--- config.mk ---
export PLATFORM = sky130hd
export DESIGN_NAME = instr_encoder
export DESIGN_NICKNAME = d
export VERILOG_FILES = /design/src/rtl/rv_isa_pkg.sv /design/src/rtl/instr_field_packer.sv /design/src/rtl/instr_encoder.sv
export SDC_FILE = /design/constraint.sdc
export NUM_CORES = 1
export LEC_CHECK = 0
export BUFFER_PORTS_ARGS = -buffer_cell sky130_fd_sc_hd__buf_2
export CORE_UTILIZATION = 59
export DETAILED_ROUTE_END_ITERATION = 10
export GPL_ROUTABILITY_DRIVEN = 0
export PLACE_DENSITY = 0.86
export SYNTH_ARGS = -nofsm -noshare
export SYNTH_HDL_FRONTEND = slang
export SYNTH_SLANG_ARGS = --single-unit
--- constraint.sdc ---
create_clock -name clock -period 6.1 [get_ports clock]
set_input_delay 0.61 -clock clock [delete_from_list [all_inputs] [get_ports clock]]
set_output_delay 0.61 -clock clock [all_outputs]
set_load 0.01 [all_outputs]
--- src/rtl/rv_isa_pkg.sv ---
// ============================================================================
//  Module      : rv_isa_pkg
//  Description : RV32I encoding constants and types shared by the controller,
//                decoder and instruction encoder.
//  Revision    : 1.0  initial release
// ============================================================================
`default_nettype none

package rv_isa_pkg;

  localparam logic [6:0] c_OP_R     = 7'b0110011;
  localparam logic [6:0] c_OP_I_ALU = 7'b0010011;
  localparam logic [6:0] c_OP_LOAD  = 7'b0000011;
  localparam logic [6:0] c_OP_S     = 7'b0100011;
  localparam logic [6:0] c_OP_B     = 7'b1100011;
  localparam logic [6:0] c_OP_JAL   = 7'b1101111;
  localparam logic [6:0] c_OP_LUI   = 7'b0110111;
  localparam logic [6:0] c_OP_AUIPC = 7'b0010111;
  localparam logic [6:0] c_OP_JALR  = 7'b1100111;

  // Bit positions inside the one-hot instruction class vector
  localparam int c_T_R     = 8;
  localparam int c_T_I_ALU = 7;
  localparam int c_T_LOAD  = 6;
  localparam int c_T_S     = 5;
  localparam int c_T_B     = 4;
  localparam int c_T_JAL   = 3;
  localparam int c_T_LUI   = 2;
  localparam int c_T_AUIPC = 1;
  localparam int c_T_JALR  = 0;

  localparam logic [31:0] c_NOP_WORD = 32'h0000_0000;
  localparam logic [6:0]  c_F7_ZERO  = 7'h00;
  localparam logic [6:0]  c_F7_ALT   = 7'h20;

  typedef struct packed {
    logic [8:0]  itype;
    logic [2:0]  f3;
    logic [6:0]  f7;
    logic [4:0]  rs1;
    logic [4:0]  rs2;
    logic [4:0]  rd;
    logic [31:0] imm;
  } req_t;

  typedef enum logic [1:0] {
    S_IDLE = 2'd0,
    S_ENC  = 2'd1,
    S_OUT  = 2'd2
  } enc_state_e;

endpackage

`default_nettype wire

--- src/rtl/instr_field_packer.sv ---
// ============================================================================
//  Module      : instr_field_packer
//  Description : Packs a registered decoded request into an RV32I word and
//                flags illegal requests (word forced to NOP).
//  Revision    : 1.0  initial release
// ============================================================================
`default_nettype none

module instr_field_packer
  import rv_isa_pkg::*;
(
  input  req_t        req,
  output logic [31:0] word,
  output logic        illegal
);

  logic        w_multi;
  logic        w_imm12_ok;
  logic        w_imm13_ok;
  logic        w_imm21_ok;
  logic        w_shift;
  logic [31:0] w_raw;
  logic        w_bad;

  assign w_multi    = |(req.itype & (req.itype - 9'd1));
  assign w_imm12_ok = (&req.imm[31:11]) | ~(|req.imm[31:11]);
  assign w_imm13_ok = (&req.imm[31:12]) | ~(|req.imm[31:12]);
  assign w_imm21_ok = (&req.imm[31:20]) | ~(|req.imm[31:20]);
  assign w_shift    = (req.f3 == 3'd1) || (req.f3 == 3'd5);

  always_comb begin
    w_raw = c_NOP_WORD;
    w_bad = 1'b0;
    if (w_multi) begin
      w_bad = 1'b1;
    end else if (req.itype[c_T_R]) begin
      w_raw = {req.f7, req.rs2, req.rs1, req.f3, req.rd, c_OP_R};
      w_bad = ((req.f7 != c_F7_ZERO) && (req.f7 != c_F7_ALT)) ||
              ((req.f7 == c_F7_ALT) && (req.f3 != 3'd0) && (req.f3 != 3'd5));
    end else if (req.itype[c_T_I_ALU]) begin
      if (w_shift) begin
        // Shift amount lives in the rs2 slot, f7 selects logical/arithmetic
        w_raw = {req.f7, req.imm[4:0], req.rs1, req.f3, req.rd, c_OP_I_ALU};
        w_bad = ((req.f3 == 3'd1) && (req.f7 != c_F7_ZERO)) ||
                ((req.f3 == 3'd5) && (req.f7 != c_F7_ZERO) && (req.f7 != c_F7_ALT));
      end else begin
        w_raw = {req.imm[11:0], req.rs1, req.f3, req.rd, c_OP_I_ALU};
        w_bad = !w_imm12_ok;
      end
    end else if (req.itype[c_T_LOAD]) begin
      w_raw = {req.imm[11:0], req.rs1, req.f3, req.rd, c_OP_LOAD};
      w_bad = !w_imm12_ok || (req.f3 == 3'd3) || (req.f3 >= 3'd6);
    end else if (req.itype[c_T_S]) begin
      w_raw = {req.imm[11:5], req.rs2, req.rs1, req.f3, req.imm[4:0], c_OP_S};
      w_bad = (req.f3 > 3'd2) || !w_imm12_ok;
    end else if (req.itype[c_T_B]) begin
      w_raw = {req.imm[12], req.imm[10:5], req.rs2, req.rs1, req.f3,
               req.imm[4:1], req.imm[11], c_OP_B};
      w_bad = (req.f3 == 3'd2) || (req.f3 == 3'd3) || req.imm[0] || !w_imm13_ok;
    end else if (req.itype[c_T_JAL]) begin
      w_raw = {req.imm[20], req.imm[10:1], req.imm[11], req.imm[19:12], req.rd, c_OP_JAL};
      w_bad = req.imm[0] || !w_imm21_ok;
    end else if (req.itype[c_T_LUI]) begin
      w_raw = {req.imm[31:12], req.rd, c_OP_LUI};
      w_bad = |req.imm[11:0];
    end else if (req.itype[c_T_AUIPC]) begin
      w_raw = {req.imm[31:12], req.rd, c_OP_AUIPC};
      w_bad = |req.imm[11:0];
    end else if (req.itype[c_T_JALR]) begin
      w_raw = {req.imm[11:0], req.rs1, req.f3, req.rd, c_OP_JALR};
      w_bad = !w_imm12_ok || (req.f3 != 3'd0);
    end
  end

  assign word    = w_bad ? c_NOP_WORD : w_raw;
  assign illegal = w_bad;

endmodule

`default_nettype wire

--- src/rtl/instr_encoder.sv ---
// ============================================================================
//  Module      : instr_encoder
//  Description : Request -> RV32I word encoder streaming words with byte
//                addresses to the instruction-memory loader.
//  Revision    : 1.0  initial release
// ============================================================================
`default_nettype none

module instr_encoder
  import rv_isa_pkg::*;
#(
  parameter int ADDR_W    = 10,
  parameter int BASE_ADDR = 0,
  parameter int ERR_W     = 8
) (
  input  logic              clock,
  input  logic              reset_n,
  input  logic              in_valid,
  output logic              in_ready,
  input  logic [8:0]        in_type,
  input  logic [2:0]        in_f3,
  input  logic [6:0]        in_f7,
  input  logic [4:0]        in_rs1,
  input  logic [4:0]        in_rs2,
  input  logic [4:0]        in_rd,
  input  logic [31:0]       in_imm,
  output logic              out_valid,
  input  logic              out_ready,
  output logic [31:0]       out_instr,
  output logic [ADDR_W-1:0] out_addr,
  output logic              out_illegal,
  output logic [ERR_W-1:0]  err_count
);

  localparam logic [ADDR_W-1:0] c_BASE = ADDR_W'(BASE_ADDR);

  enc_state_e        r_state;
  enc_state_e        w_state_next;
  req_t              r_req;
  logic [31:0]       w_word;
  logic              w_illegal;
  logic [31:0]       r_instr;
  logic              r_illegal;
  logic [ADDR_W-1:0] r_addr;
  logic [ERR_W-1:0]  r_err;

  instr_field_packer u_packer (
    .req     (r_req),
    .word    (w_word),
    .illegal (w_illegal)
  );

  always_ff @(posedge clock or negedge reset_n) begin
    if (!reset_n) r_state <= S_IDLE;
    else          r_state <= w_state_next;
  end

  always_comb begin
    w_state_next = r_state;
    in_ready     = 1'b0;
    out_valid    = 1'b0;
    case (r_state)
      S_IDLE: begin
        in_ready = 1'b1;
        if (in_valid) w_state_next = S_ENC;
      end
      S_ENC:  w_state_next = S_OUT;
      S_OUT: begin
        out_valid = 1'b1;
        if (out_ready) w_state_next = S_IDLE;
      end
      default: w_state_next = S_IDLE;
    endcase
  end

  always_ff @(posedge clock or negedge reset_n) begin
    if (!reset_n) begin
      r_req     <= '0;
      r_instr   <= c_NOP_WORD;
      r_illegal <= 1'b0;
      r_addr    <= c_BASE;
      r_err     <= '0;
    end else begin
      if (in_valid && in_ready) begin
        r_req <= '{itype: in_type, f3: in_f3, f7: in_f7, rs1: in_rs1,
                   rs2: in_rs2, rd: in_rd, imm: in_imm};
      end
      // Errors are counted when the word is formed, not when it is consumed
      if (r_state == S_ENC) begin
        r_instr   <= w_word;
        r_illegal <= w_illegal;
        if (w_illegal && !(&r_err)) r_err <= r_err + ERR_W'(1);
      end
      if (out_valid && out_ready) r_addr <= r_addr + ADDR_W'(4);
    end
  end

  assign out_instr   = r_instr;
  assign out_illegal = r_illegal;
  assign out_addr    = r_addr;
  assign err_count   = r_err;

endmodule

`default_nettype wire

### After elaboration in Yosys (flattened, before gate mapping)

Index checks and enable logic that the tools add are counted.

| operators by class | value |
|---|---|
| $add $sub $neg | 3 |
| $lt $le $gt $ge | 2 |
| eq/ne operators | 11 |
| mux-type cells | 28 |
| bitwise gates (word level) | 7 |
| reduce and logical (&&, ||, !) cells | 38 |

Operators by type and width:

| kind | number |
|---|---|
| $mux 32 | 12 |
| $reduce_or 12->1 | 2 |
| $reduce_and 21->1 | 1 |
| $reduce_or 21->1 | 1 |
| $reduce_and 20->1 | 1 |
| $reduce_or 20->1 | 1 |
| $mux 1 | 13 |
| $reduce_and 12->1 | 1 |
| $logic_or 1x1->1 | 11 |
| $add 10x3->10 const B | 1 |
| $and 9x9->9 | 1 |
| $logic_and 1x1->1 | 9 |
| $reduce_or 9->1 | 1 |
| $sub 9x1->9 const B | 1 |
| $add 8x1->8 const B | 1 |
| $reduce_and 8->1 | 1 |
| $eq 7x6->1 const B | 1 |
| $ne 7x6->1 const B | 1 |
| $reduce_bool 7->1 | 1 |
| $eq 3x2->1 const B | 2 |
| $pmux 2 s3 | 1 |
| $logic_not 1->1 | 4 |
| $mux 2 | 2 |
| $ne 2x2->1 const B | 2 |
| other kinds (12) | 17 |

| storage, ports and cells | value |
|---|---|
| flip-flop bits (word level) | 119 |
| input bits | 70 |
| word-level logic and storage cells | 101 |

### Logic depth before layout (Yosys ltp)

| depth | value |
|---|---|
| depth after elaboration | 17 |
| mapped depth | 10 |

### Hierarchy

Synthesis repeated with hierarchy kept, for this count alone.

| unflattened totals | value |
|---|---|
| cells, all modules | 513 |
| area, all modules | 6,024.5 µm² |

By module, submodules not included:

| module | times used | cells each | area each (µm²) |
|---|---|---|---|
| instr_encoder | 1 | 284 | 4,655.7 |
| instr_field_packer | 1 | 229 | 1,368.8 |

### Worst setup path after synthesis

OpenSTA, ideal clock, no wires.

| path | value |
|---|---|
| path kind | reg2reg |
| start point | register r_req[58] (netlist name) |
| end point | register r_err[1], in the netlist err_count[1] |
| setup time | 125 ps |
| arrival time | 2,325 ps |
| required time | 5,975 ps |
| path slack | 3,651 ps |
| cell stages (with the launch flop) | 10 |
| buffers on the path | 2 |
| period minus slack after synthesis | 2,449 ps |
| cells stage by stage | dfrtp_1 buf_6 or4_4 a211o_1 a211o_1 a311oi_2 a211oi_1 buf_6 nand2_1 mux2_2 |

| between the ends | value |
|---|---|
| cells in the longest elaborated chain, start to end | 11 |
| elaborated cells on any way between the ends | 14 |

RTL lines:

| item | RTL line | RTL |
|---|---|---|
| start: declaration | instr_encoder.sv:39 | `req_t r_req;` |
| start signal: assignment | instr_encoder.sv:85 | `r_req <= '{itype: in_type, f3: in_f3, f7: in_f7, rs1: in_rs1,` |
| parallel branches: the longest is 8 deep, another holds $sub 9x1->9 | - |  |
| $mux 1 * | instr_field_packer.sv:34 | `if (w_multi) begin` |
| $logic_and 1x1->1 * | instr_encoder.sv:92 | `if (w_illegal && !(&r_err)) r_err <= r_err + ERR_W'(1);` |
| $reduce_and 2->1 (no source line) * | - |  |
| end signal: assignment | instr_encoder.sv:92 |  |
| end: declaration | instr_encoder.sv:45 | `logic [ERR_W-1:0] r_err;` |

Every way passes the cells marked *.
A chain may end at the register's enable or synchronous reset.

### Worst setup path after layout

| path | value |
|---|---|
| start point | register r_req[60] (netlist name) |
| end point | register r_err[1], in the netlist err_count[1] |

| between the ends | value |
|---|---|
| cells in the longest elaborated chain, start to end | 9 |
| elaborated cells on any way between the ends | 12 |

RTL lines:

| item | RTL line |
|---|---|
| parallel branches: the longest is 6 deep, another holds $sub 9x1->9 | - |
| $mux 1 * | instr_field_packer.sv:34 |
| $logic_and 1x1->1 * | instr_encoder.sv:92 |
| $reduce_and 2->1 (no source line) * | - |

Marks and branches as above.

==> qor.yml <==
die:
  die_y_um: 98.9
  start_util_pct: 62.3
  rows: 34
  dieArea_um2: 9780
  core_um2: 8890
  die_width_um: 98.9
  io_pins: 123
grt:
  grt_max_degree: 72
  grt_pass1_wl_um: 23600
  antenna_found_initial: 0
  grt_pass1_vias: 4706
  grt.total_usage_pct: 31.6
  gr-total-overflow: 0
setup_path:
  path_class: "flop to flop"
  path_cells: "nor4_1, o21ai_0, a211o_1, a311oi_2, a211oi_4, buf_4, nand2_1, mux2_2"
  max_stage_delay_ns: 0.67
  ff2ff_setup_slack_ns: 3.04
  setup.worst_path.end_class: "flop"
  start_kind: "flop"
  required_ns: 6.50
  worstPathArrival_ns: 3.46
  cp_max_fo: 38
  slowest_stage: "nor4_1"
cts:
  cts_buffer_depth: 2
  clk_latency_ns: 0.52
  cts_tree: "built"
  htreeDepth: 4
  cts_hold_buf: 0
  cts_root_buf: "clkbuf_8"
  cts_made_buffers: 17
  path_clk_slew_ns: 0.06
  cts_resized: 0
  cts.sinks: 116
  cts_setup_buffers: 0
timing:
  fin_ws_ns: 3.04
  setup_viol: 0
  fin_skew_ns: 0.00760
  min_period_ns: 3.06
  worstMarginPinSlew_ns: 1.13
  clock.fmax_mhz: 327
  slew_violations: 0
  setup_tns_ns: 0
  slew_headroom_pct: 23.8
  finalHoldViolCount: 0
  grt_setup_unrepaired: "false"
  fin_crit_sh_pct: 50.1
yosys:
  synth-simple-area-share_pct: 13.7
  synth-xor-area-share_pct: 2.37
  synth_top_family_by_area: "compound AO/OA/AOI/OAI gates"
  synth_ff_type: "dfrtp_1"
  ys_seq_elements: 116
  netlist_area_um2: 5540
  ys.warnings.count: 0
  yosys.area.top_type: "dfrtp_1"
  ys_types: 48
  seq_area_frac_synth_pct: 52.4
  async_reset_ff_share_pct: 100
  syn_inst: 510
  synth.avg_cell_area_um2: 10.9
  synth-edff-count: 0
  synth_mux_area_share_pct: 13.2
  synth_fa_ha_area_share_pct: 0.452
  synth-compound-area-share_pct: 14.4
  yosysTopAreaCellShare_pct: 52.4
  yosys-top-cells-area: "dfrtp_1 52%, mux2_2 13%, nand2_1 4.1%, o31ai_1 3.8%, a22oi_1 3.5%"
power:
  p_per_area_nw_per_um2: 519
  peakVddDrop_uv: 301
  p_leak_uw: 0.00307
  finalPower_uw: 3510
layout:
  drive_gt1_share_pct: 36.9
  layout.nets: 691
  area_delta_synth_final_pct: 22.3
  fin_util_pct: 76.1
  num_antenna_cells: 0
  final_cell_area_um2: 6770
routing:
  wl_met3_um: 1240
  wirelength_um: 14200
  topRoutingLayerUsed: "met4"
  vias_per_cell: 6.35
  drt_iter0_markers: 431
  wl_met2_um: 6770
  drt_first_pass_iters: 6
  met1_length_um: 5710
  vias: 4697
  drtAntennaViolNets: 0
  avgRoutedWirePerCell_um: 19.2
  drc: 0
place:
  pre_cts_ws_ns: 3.11
  place_area_um2: 6160
  io_buffers: 120
  dp_hpwl_um: 9490
min_path:
  hold_path.class: "primary input to asynchronous set/reset pin"
flow_run:
  cap_violations: 0
status:
  status: "finished, final reports clean"
[power breakdown]
part           switching (µW)  total [µW]  internal (µW)
logic                     574        1080            507
clock network             371        1010            636
registers                 397        1430           1030
[sequential cells by signal, summed over array words and instances, names as in the netlist]
register and flops:
r_req 66, out_instr 31, err_count 8, out_addr 8
out_illegal 1, r_state 2
[cell type report]
class	instances	area (µm²)
flip-flops and latches	116	2900
multi-input cells	353	2470
fillers	605	2120
repair buffers	124	633
clock buffers	18	428
clock inverters	14	178
well taps	108	135
inverters	7	26.3
[logic make-up after synthesis]
kind of cell / Yosys count
compound gates: 113
xor+xnor: 15
other cells: 1
flops: 116
mux: 65
buf+inv: 42
fa+ha+maj: 2
simple gates: 156
[Yosys cell counts (3+ instances only)]
library cell    n
a211o_1         3
a211oi_1        3
a21oi_1        12
a221oi_1        4
a22oi_1        26
and3_1          4
buf_4           3
clkbuf_1       28
dfrtp_1       116
inv_1           7
mux2_2         65
nand2_1        61
nand2b_1        7
nand3_1        12
nand4_1         9
nor2_1         21
nor2b_1         3
nor3_1         11
nor4_1         13
o21ai_0        21
o31ai_1        28
o41ai_1         4
or2_2           5
xnor2_1        11
xor2_1          4
[metrics by stage]
step                      hold WS, ns  cells
after global routing            0.161    740
after detailed placement        0.455    708
final                           0.127    740
after global placement          0.455    708
after floorplan                 0.314    511
after CTS                       0.149    740
[critical path, delay by kind of cell (launching register included)]
family          cells  cell delay, ns
compound gates      4            0.88
simple gates        2            0.83
flops               1            0.58
mux                 1            0.36
buf+inv             1            0.27
[layout by cell type (no fill, tap or decap), types with 13 or more instances in the layout]
| cell type | count |
|---|---|
| buf_2 | 119 |
| nand2_1 | 61 |
| dfrtp_1 | 116 |
| nor2_1 | 21 |
| a22oi_1 | 26 |
| o21ai_0 | 21 |
| nor4_1 | 13 |
| o31ai_1 | 28 |
| mux2_2 | 65 |
| clkbuf_16 | 16 |
[worst paths after layout]
kind,start,end,cells past startpoint
worst max-delay path,r_req[60]$_DFFE_PN0P_,err_count[1]$_DFFE_PN0P_,8
worst min-delay path,reset_n,r_req[39]$_DFFE_PN0P_,1
worst max register to register,r_req[60]$_DFFE_PN0P_,err_count[1]$_DFFE_PN0P_,8
worst min register to register,out_instr[10]$_DFFE_PN0P_,out_instr[10]$_DFFE_PN0P_,2
max in group asynchronous,reset_n,r_req[9]$_DFFE_PN0P_,2
min in group clock,in_type[4],r_req[61]$_DFFE_PN0P_,3
[routing by layer]
metal / up-vias / global-route usage (%)
met2: 316 / 49.9
li1: 2094 / -
met5: - / 0
met1: 2232 / 40.7
met4: 0 / 14.6
met3: 55 / 8.79
Power figures use the tool's default switching activity.
